<file path="src/rtl/systolic_seq_pkg.sv">
// Shared types for the systolic job sequencer.
// state_e is also decoded by the debug LEDs.
package systolic_pkg;

  typedef enum logic [1:0] {
    IDLE  = 2'd0,
    LOAD  = 2'd1,
    FLUSH = 2'd2,
    DRAIN = 2'd3
  } state_e;

endpackage

</file>
<file path="src/rtl/systolic_seq_up_counter.sv">
// Up counter with synchronous clear and enable.
// Ports: clk_i, reset_i, clear_i, en_i, count_o.
module up_counter #(
  parameter int width_p = 4
) (
  input  logic               clk_i,
  input  logic               reset_i,
  input  logic               clear_i,
  input  logic               en_i,
  output logic [width_p-1:0] count_o
);

  always_ff @(posedge clk_i) begin
    if (reset_i || clear_i)
      count_o <= '0;
    else if (en_i)
      count_o <= count_o + width_p'(1);
  end

endmodule

</file>
<file path="src/rtl/systolic_seq.sv">
// Job sequencer: operands into the array, one flush, results out.
// Ports: operand in (valid/data/ready), array side (sa_*), results out
// (valid/data/yumi), abort_i, busy_o, sticky watchdog error_o.
module systolic_seq
  import systolic_pkg::*;
#(
  parameter int width_p        = 8,
  parameter int array_width_p  = 2,
  parameter int array_height_p = 2,
  parameter int timeout_p      = 1024
) (
  input  logic               clk_i,
  input  logic               reset_i,
  input  logic               abort_i,
  input  logic               valid_i,
  input  logic [width_p-1:0] data_i,
  output logic               ready_o,
  output logic               sa_valid_o,
  output logic [width_p-1:0] sa_data_o,
  input  logic               sa_ready_i,
  output logic               sa_flush_o,
  input  logic               sa_valid_i,
  input  logic [width_p-1:0] sa_data_i,
  output logic               sa_yumi_o,
  output logic               valid_o,
  output logic [width_p-1:0] data_o,
  input  logic               yumi_i,
  output logic               busy_o,
  output logic               error_o
);

  localparam int num_macs_p = array_width_p * array_height_p;
  localparam int ops_p      = 2 * num_macs_p;
  localparam int cnt_w      = $clog2(ops_p + 1);
  localparam int wd_w       = $clog2(timeout_p + 1);

  state_e state;

  logic [cnt_w-1:0] op_cnt;
  logic [cnt_w-1:0] res_cnt;
  logic [wd_w-1:0]  wd_cnt;

  logic in_load;
  logic in_drain;
  logic abort_act;
  logic accept;
  logic op_last;
  logic res_last;
  logic timeout;

  assign in_load  = (state == IDLE) || (state == LOAD);
  assign in_drain = (state == DRAIN);
  assign busy_o   = (state != IDLE);

  // abort only means something while a job is in flight
  assign abort_act = abort_i && busy_o;

  assign ready_o    = in_load && sa_ready_i && !abort_act;
  assign sa_valid_o = in_load && valid_i && !abort_act;
  assign sa_data_o  = in_load ? data_i : '0;
  assign accept     = valid_i && ready_o;

  assign valid_o   = in_drain && sa_valid_i && !abort_act;
  assign data_o    = in_drain ? sa_data_i : '0;
  assign sa_yumi_o = valid_o && yumi_i;

  assign op_last  = (op_cnt == cnt_w'(ops_p - 1));
  assign res_last = (res_cnt == cnt_w'(num_macs_p - 1));
  assign timeout  = in_drain && !abort_act &&
                    (wd_cnt == wd_w'(timeout_p - 1));

  assign sa_flush_o = (state == FLUSH) || abort_act || timeout;

  up_counter #(.width_p(cnt_w)) u_op (
    .clk_i   (clk_i),
    .reset_i (reset_i),
    .clear_i (abort_act || (accept && op_last)),
    .en_i    (accept),
    .count_o (op_cnt)
  );

  up_counter #(.width_p(cnt_w)) u_res (
    .clk_i   (clk_i),
    .reset_i (reset_i),
    .clear_i (abort_act || timeout || (sa_yumi_o && res_last)),
    .en_i    (sa_yumi_o),
    .count_o (res_cnt)
  );

  // watchdog measures the gap since the last taken result
  up_counter #(.width_p(wd_w)) u_wd (
    .clk_i   (clk_i),
    .reset_i (reset_i),
    .clear_i (!in_drain || abort_act || timeout || sa_yumi_o),
    .en_i    (in_drain),
    .count_o (wd_cnt)
  );

  always_ff @(posedge clk_i) begin
    if (reset_i) begin
      state   <= IDLE;
      error_o <= 1'b0;
    end else if (abort_act) begin
      state <= IDLE;
    end else if (timeout) begin
      state   <= IDLE;
      error_o <= 1'b1;
    end else begin
      if (accept)
        error_o <= 1'b0;
      unique case (state)
        IDLE:    if (accept) state <= LOAD;
        LOAD:    if (accept && op_last) state <= FLUSH;
        FLUSH:   state <= DRAIN;
        DRAIN:   if (sa_yumi_o && res_last) state <= IDLE;
        default: state <= IDLE;
      endcase
    end
  end

endmodule

</file>
<file path="config.mk">
export PLATFORM = sky130hd
export DESIGN_NAME = systolic_seq
export DESIGN_NICKNAME = d
export VERILOG_FILES = /design/src/rtl/systolic_seq_pkg.sv /design/src/rtl/systolic_seq_up_counter.sv /design/src/rtl/systolic_seq.sv
export SDC_FILE = /design/constraint.sdc
export NUM_CORES = 1
export LEC_CHECK = 0
export ABC_AREA = 1
export CAP_MARGIN = 40
export CORE_ASPECT_RATIO = 1.5
export CORE_MARGIN = 5
export CORE_UTILIZATION = 40
export DETAILED_ROUTE_END_ITERATION = 10
export PLACE_DENSITY = 0.73
export SLEW_MARGIN = 10
export SYNTH_ARGS = -nofsm -noshare
export SYNTH_HDL_FRONTEND = slang
export SYNTH_HIERARCHICAL = 1
export SYNTH_SLANG_ARGS = --single-unit
</file>
<file path="constraint.sdc">
create_clock -name clk_i -period 3.6 [get_ports clk_i]
set_input_delay 0.72 -clock clk_i [delete_from_list [all_inputs] [get_ports clk_i]]
set_output_delay 0.72 -clock clk_i [all_outputs]
set_load 0.02 [all_outputs]
</file>
==> impl_results.md, run 1 <==
* Clock transition at path regs at roughly 80 ps
* Max_cap viols at 0
* Instance area after placement at just under 2000 sq um
* WHS Endpoint: error_o
* Synthesized area at 1440 sq um
* Clk buf depth at 2
* CTS tree: built
* Most common cell in the netlist: nand2_1
* Register bit total from synthesis at 22
* Reg2Reg Depth at 9
* Main synth FF type: dfxtp_1
* Fmax at roughly 0.32 GHz
* Switching Share at 34.3%
* Average wire per standard cell at slightly below 10 um
* Cts repair resizes at 0
* Vias in the first global route at 1,335
* Drt pass-1 iters at 4
* Flop pwr share at 31.0%
* Post-synth top area share at 30.7%
* Final net count at 302
* Worst EP required at 2880 ps
* Power Internal at 567 uW
* Post-Syn Nets at 254
* Placement Setup Slack at 524 ps
* Number of I/O pins at 46
* Setup violators final at 0
* Chip Width at about 59 um
* Static leakage at a little under 0.0009 uW
* CP Max Fanout at 6
* Std cell rows at 26
* Core area at 3450 sq um
* Hold crit path type: flip-flop to flip-flop
* Largest net degree at the start of global routing at 21
* Relative slew slack at 58.0%
* Hpwl dp at about 2600 um
* RSZ-0062 raised after global routing: no
* PD cells at 433 nW/um^2
* CTS Buf Count at 3
* # diodes at 0
* Hold Path Depth at 2
* R2r setup slk at 1500 ps
* Area Overhead vs Synth at 39.1%
* Period Utilization, post-route at a little under nine tenths
* Status: complete, no violations
* Initial Utilization at 41.7%
* DRC violations left at 0
* Fin Clk Skew at about 2.2 ps
* Share of layout cells above drive strength 1 at 9.26%
* Die Area at 4910 sq um
* Biggest area consumer among synthesized cells: dfxtp_1
* Comb power frac at 42.6%
* First-pass GRT wire length at 5460 um
* Hold violation count in the final report at 0
* Clock Power Share at 26.4%
* Final Instance Area at 2000 sq um
* VDD IR-drop max at 0.274 mV
* CP Capture Type: output port
* Clock sink count at 22
* Cell variety after synth at 26
* Synth top cells by count: nand2_1 (49), nor2_1 (41), inv_1 (36)
* Total grt overflow at 0
* Drt via density at 4.52
* # port buffers at 45
* Critical path type: input port to output port
* Max H-tree Level at 1
* Setup TNS at 0 ps
* Psw at 297 uW
* Routability cong. at 0.867
* Seq/Total Area, Yosys at a little over 30%
* Routed Antenna Nets at 0
* Avg Inst Size Synth at around 6.4 sq um
* Top post-synthesis cells by area: dfxtp_1 (31%), nand2_1 (13%), nor2_1 (11%), inv_1 (9.4%), ha_1 (7.0%)
* Worst endpoint data arrival time at 2360 ps
* Overall Global Routing Usage at 13.6%
* Root Buffer: clkbuf_8
* DRT iter0 DRCs at 74
* Vias post-DR at 1,411
* Final Critical Period at 3080 ps
* Worst-Margin Slew at 627 ps
* Hold buffer count at CTS at 0
* Post-CTS Setup Bufs at 0
* FF-to-FF End: u_op/count_o[1]
* HP Start: error_o
* Initial antenna violation count at 0
* Worst reg2reg path startpoint: state[0]
* Final core utilization at 57.9%
* Synth warn at 6
* Die Height at 83.4 um
* Clock latency reported for the late side of the worst-skew pair at 260 ps
* Final WS setup at 523 ps
* Slew Limit Fails at 0
* Number of synthesized flops with an enable pin at 0
* Startpoint Class: input port
* Asr flop ratio synth at 0%
* Final wirelength at 3070 um
* Mapped Cells at 223
cell families after synthesis:
kind of cell	Yosys count	share of synthesized area [%]
AOI/OAI and AO/OA	23	8.88
buffers and inverters	42	11.6
adders and majority gates	8	6.97
and+or+nand+nor	128	41.9
DFF	22	30.7
cell type report:
class	instances	area [sq um]
fill	356	1450
multi-input combinational	159	830
timing repair buffer	46	458
sequential	22	440
inverter	39	146
tap	42	52.6
clock buffer	3	41.3
clock inverter	1	30.0
cell usage in the layout, fill, tap and decap left out, drive strengths merged:
| master | count |
|---|---|
| buf | 1 |
| nor3 | 3 |
| clkbuf | 3 |
| nand3 | 18 |
| o211ai | 2 |
| inv | 39 |
| o21ai | 5 |
| nor2 | 48 |
| nand2 | 52 |
| and3b | 2 |
| or2 | 1 |
| a21oi | 16 |
| nand4 | 2 |
| bufinv | 1 |
| ha | 8 |
| dfxtp | 22 |
| nand3b | 2 |
| clkdlybuf4s50 | 45 |
per-stage QoR:
stage          instances  hold WS (ps)  total power, uW
6_report             312           483              864
5_1_grt              312           522              933
4_1_cts              312           491              881
3_5_place_dp         308           478              649
3_3_place_gp         308           479              644
2_1_floorplan        223           475              504
power groups by stage:
stage / Sequential (uW) / Combinational, uW / Clock (uW)
after floorplan: 271 / 232 / 0
after global placement: 274 / 370 / 0
after detailed placement: 274 / 374 / 0
after CTS: 269 / 375 / 237
after global routing: 270 / 418 / 245
final: 268 / 368 / 228
worst max-delay path by stage:
| stage | start | endpoint | slack (ps) |
|---|---|---|---|
| after floorplan | state[1] | ready_o | 1520 |
| after global placement | abort_i | sa_flush_o | 540 |
| after detailed placement | abort_i | sa_flush_o | 520 |
| after CTS | abort_i | sa_flush_o | 520 |
| after global routing | state[0] | ready_o | 400 |
| final | abort_i | sa_flush_o | 520 |
critical path, stage by stage:
cell,delay [ps]
clkdlybuf4s50_1,490
nand2_4,150
nand2_1,60
nor2_1,160
inv_2,70
o211ai_1,80
clkdlybuf4s50_1,630
state kept, by name (all words and copies together), names as in the netlist:
register and cells:
error_o 1, state 2, u_op/count_o 4, u_res/count_o 4
u_wd/count_o 11
per-layer routing:
layer	vias to the layer above	wire (um)	global-route usage [%]
met5	-	0	0
met4	0	54	5.57
met3	5	214	2.64
met2	35	1560	23.9
li1	784	-	-
met1	587	1250	15.4
(Power assumes the default switching activity.)
==> run 2, diff against run 1 <==
--- a/config.mk
+++ b/config.mk
@@ -6,12 +6,12 @@
 export NUM_CORES = 1
 export LEC_CHECK = 0
 export ABC_AREA = 1
-export CAP_MARGIN = 40
+export CAP_MARGIN = 25
 export CORE_ASPECT_RATIO = 1.5
 export CORE_MARGIN = 5
 export CORE_UTILIZATION = 40
 export DETAILED_ROUTE_END_ITERATION = 10
-export PLACE_DENSITY = 0.73
+export PLACE_DENSITY = 0.78
 export SLEW_MARGIN = 10
 export SYNTH_ARGS = -nofsm -noshare
 export SYNTH_HDL_FRONTEND = slang
==> impl_results.md, run 2 (synthesized netlist as in run 1, its figures left out) <==
* Status: complete, no violations
* DRT iter0 DRCs at 61
* Area Overhead vs Synth at 37.0%
* Vias in the first global route at 1,359
* R2r setup slk at 1450 ps
* Initial antenna violation count at 0
* Worst endpoint data arrival time at 2380 ps
* Filler Cell Count at 352
* Number of I/O pins at 46
* Chip Width at 58.9 um
* Vias post-DR at 1,452
* Drt via density at 4.67
* Slew Limit Fails at 0
* Clock transition at path regs at 70 ps
* VDD IR-drop max at 0.238 mV
* Core area at 3450 sq um
* Die Height at 83.4 um
* Max_cap viols at 0
* Final Instance Area at 1970 sq um
* Average wire per standard cell at between 10 and 15 um
* CP Capture Type: output port
* Clock latency reported for the late side of the worst-skew pair at approximately 260 ps
* PD cells at 401 nW/um^2
* Startpoint Class: input port
* Std cell rows at 26
* FF-to-FF End: u_op/count_o[1]
* DRC violations left at 0
* Top reg by flops: u_wd/count_o
* First-pass GRT wire length at 5560 um
* Max H-tree Level at 1
* Critical path type: input port to output port
* Hpwl dp at 2710 um
* Most common library cell in the layout ignoring fill and taps: nand2_1
* Final net count at 302
* Static leakage at around 0.00086 uW
* Share of layout cells above drive strength 1 at slightly below 9%
* WHS Endpoint: error_o
* Hold violation count in the final report at 0
* Period Utilization, post-route at 86.2%
* Reg2Reg Depth at 9
* Fmax at 0.322 GHz
* Hold buffer count at CTS at 0
* Clock sink count at 22
* Overall Global Routing Usage at 13.7%
* HP Start: error_o
* Fin Clk Skew at around 3.2 ps
* CTS tree: built
* Max reg flops at 11
* Final wirelength at roughly 3200 um
* Total grt overflow at 0
* Placement Setup Slack at approximately 500 ps
* Root Buffer: clkbuf_8
* Worst-Margin Slew at 643 ps
* Multi-input gate area at 830 sq um
* Routability cong. at about 0.79
* CTS Buf Count at 3
* Hold Path Depth at 2
* # port buffers at 45
* # diodes at 0
* Post-CTS Setup Bufs at 0
* Instance area after placement at a little under 2000 sq um
* Hold crit path type: flip-flop to flip-flop
* Initial Utilization at 41.7%
* Relative slew slack at 56.9%
* Biggest regs: u_wd/count_o x11, u_op/count_o x4, u_res/count_o x4
* Drt pass-1 iters at 4
* CP Max Fanout at 6
* Most frequent cells in the layout: nand2_1 (49), clkdlybuf4s50_1 (45), nor2_1 (41), inv_1 (36), dfxtp_1 (22)
* Routed Antenna Nets at 0
* Clk buf depth at 2
* Final Critical Period at around 3100 ps
* Setup violators final at 0
* RSZ-0062 raised after global routing: no
* Worst EP required at 2880 ps
* Cts repair resizes at 0
* Largest net degree at the start of global routing at 17
* Sequential Area at 440 sq um
* Setup TNS at 0 ps
* Die Area at 4910 sq um
* Worst reg2reg path startpoint: state[0]
* Final WS setup at between 400 and 500 ps
[run 2: through the flow]
step	cells	hold WS, ps	total power [uW]	util (%)
after floorplan	223	475	504	-
after global placement	308	470	643	55.9
after detailed placement	308	484	652	55.9
after CTS	311	494	804	57.1
after global routing	311	521	852	57.1
final	311	494	788	57.1
[run 2: worst max-delay path, cell delays in order]
cell,delay (ps)
clkdlybuf4s50_1,500
nand2_4,160
nand2_1,60
nor2_1,160
inv_2,70
o211ai_1,80
clkdlybuf4s50_1,630
[run 2: metal layers]
metal | vias to the layer above | GRT usage, % | part of all wire, %
met1 | 626 | 15.0 | 39
met5 | - | 0 | 0
met4 | 0 | 5.36 | 1.5
met2 | 38 | 25.4 | 53
met3 | 5 | 1.86 | 6.4
li1 | 783 | - | -
[run 2: report_power, final]
group | leakage (uW) | switching (uW) | internal, uW
sequential | 0.000178 | 13.4 | 256
clock | 0.0000216 | 73.2 | 74.6
combinational | 0.000661 | 208 | 164
[run 2: worst max-delay path by stage]
stage            endpoint  depth (start not counted)      from  slack, ps
6_report       sa_flush_o                          7   abort_i        500
2_1_floorplan     ready_o                          5  state[1]       1520
4_1_cts        sa_flush_o                          7   abort_i        500
5_1_grt        sa_flush_o                          7   abort_i        380
3_5_place_dp   sa_flush_o                          7   abort_i        490
3_3_place_gp   sa_flush_o                          7   abort_i        530
[run 2: final cells by class]
class / instances / area share, %
Clock buffer: 3 / 2.10
Inverter: 39 / 7.44
Multi-Input combinational cell: 159 / 42.1
Sequential cell: 22 / 22.4
Tap cell: 42 / 2.67
Timing Repair Buffer: 46 / 23.3
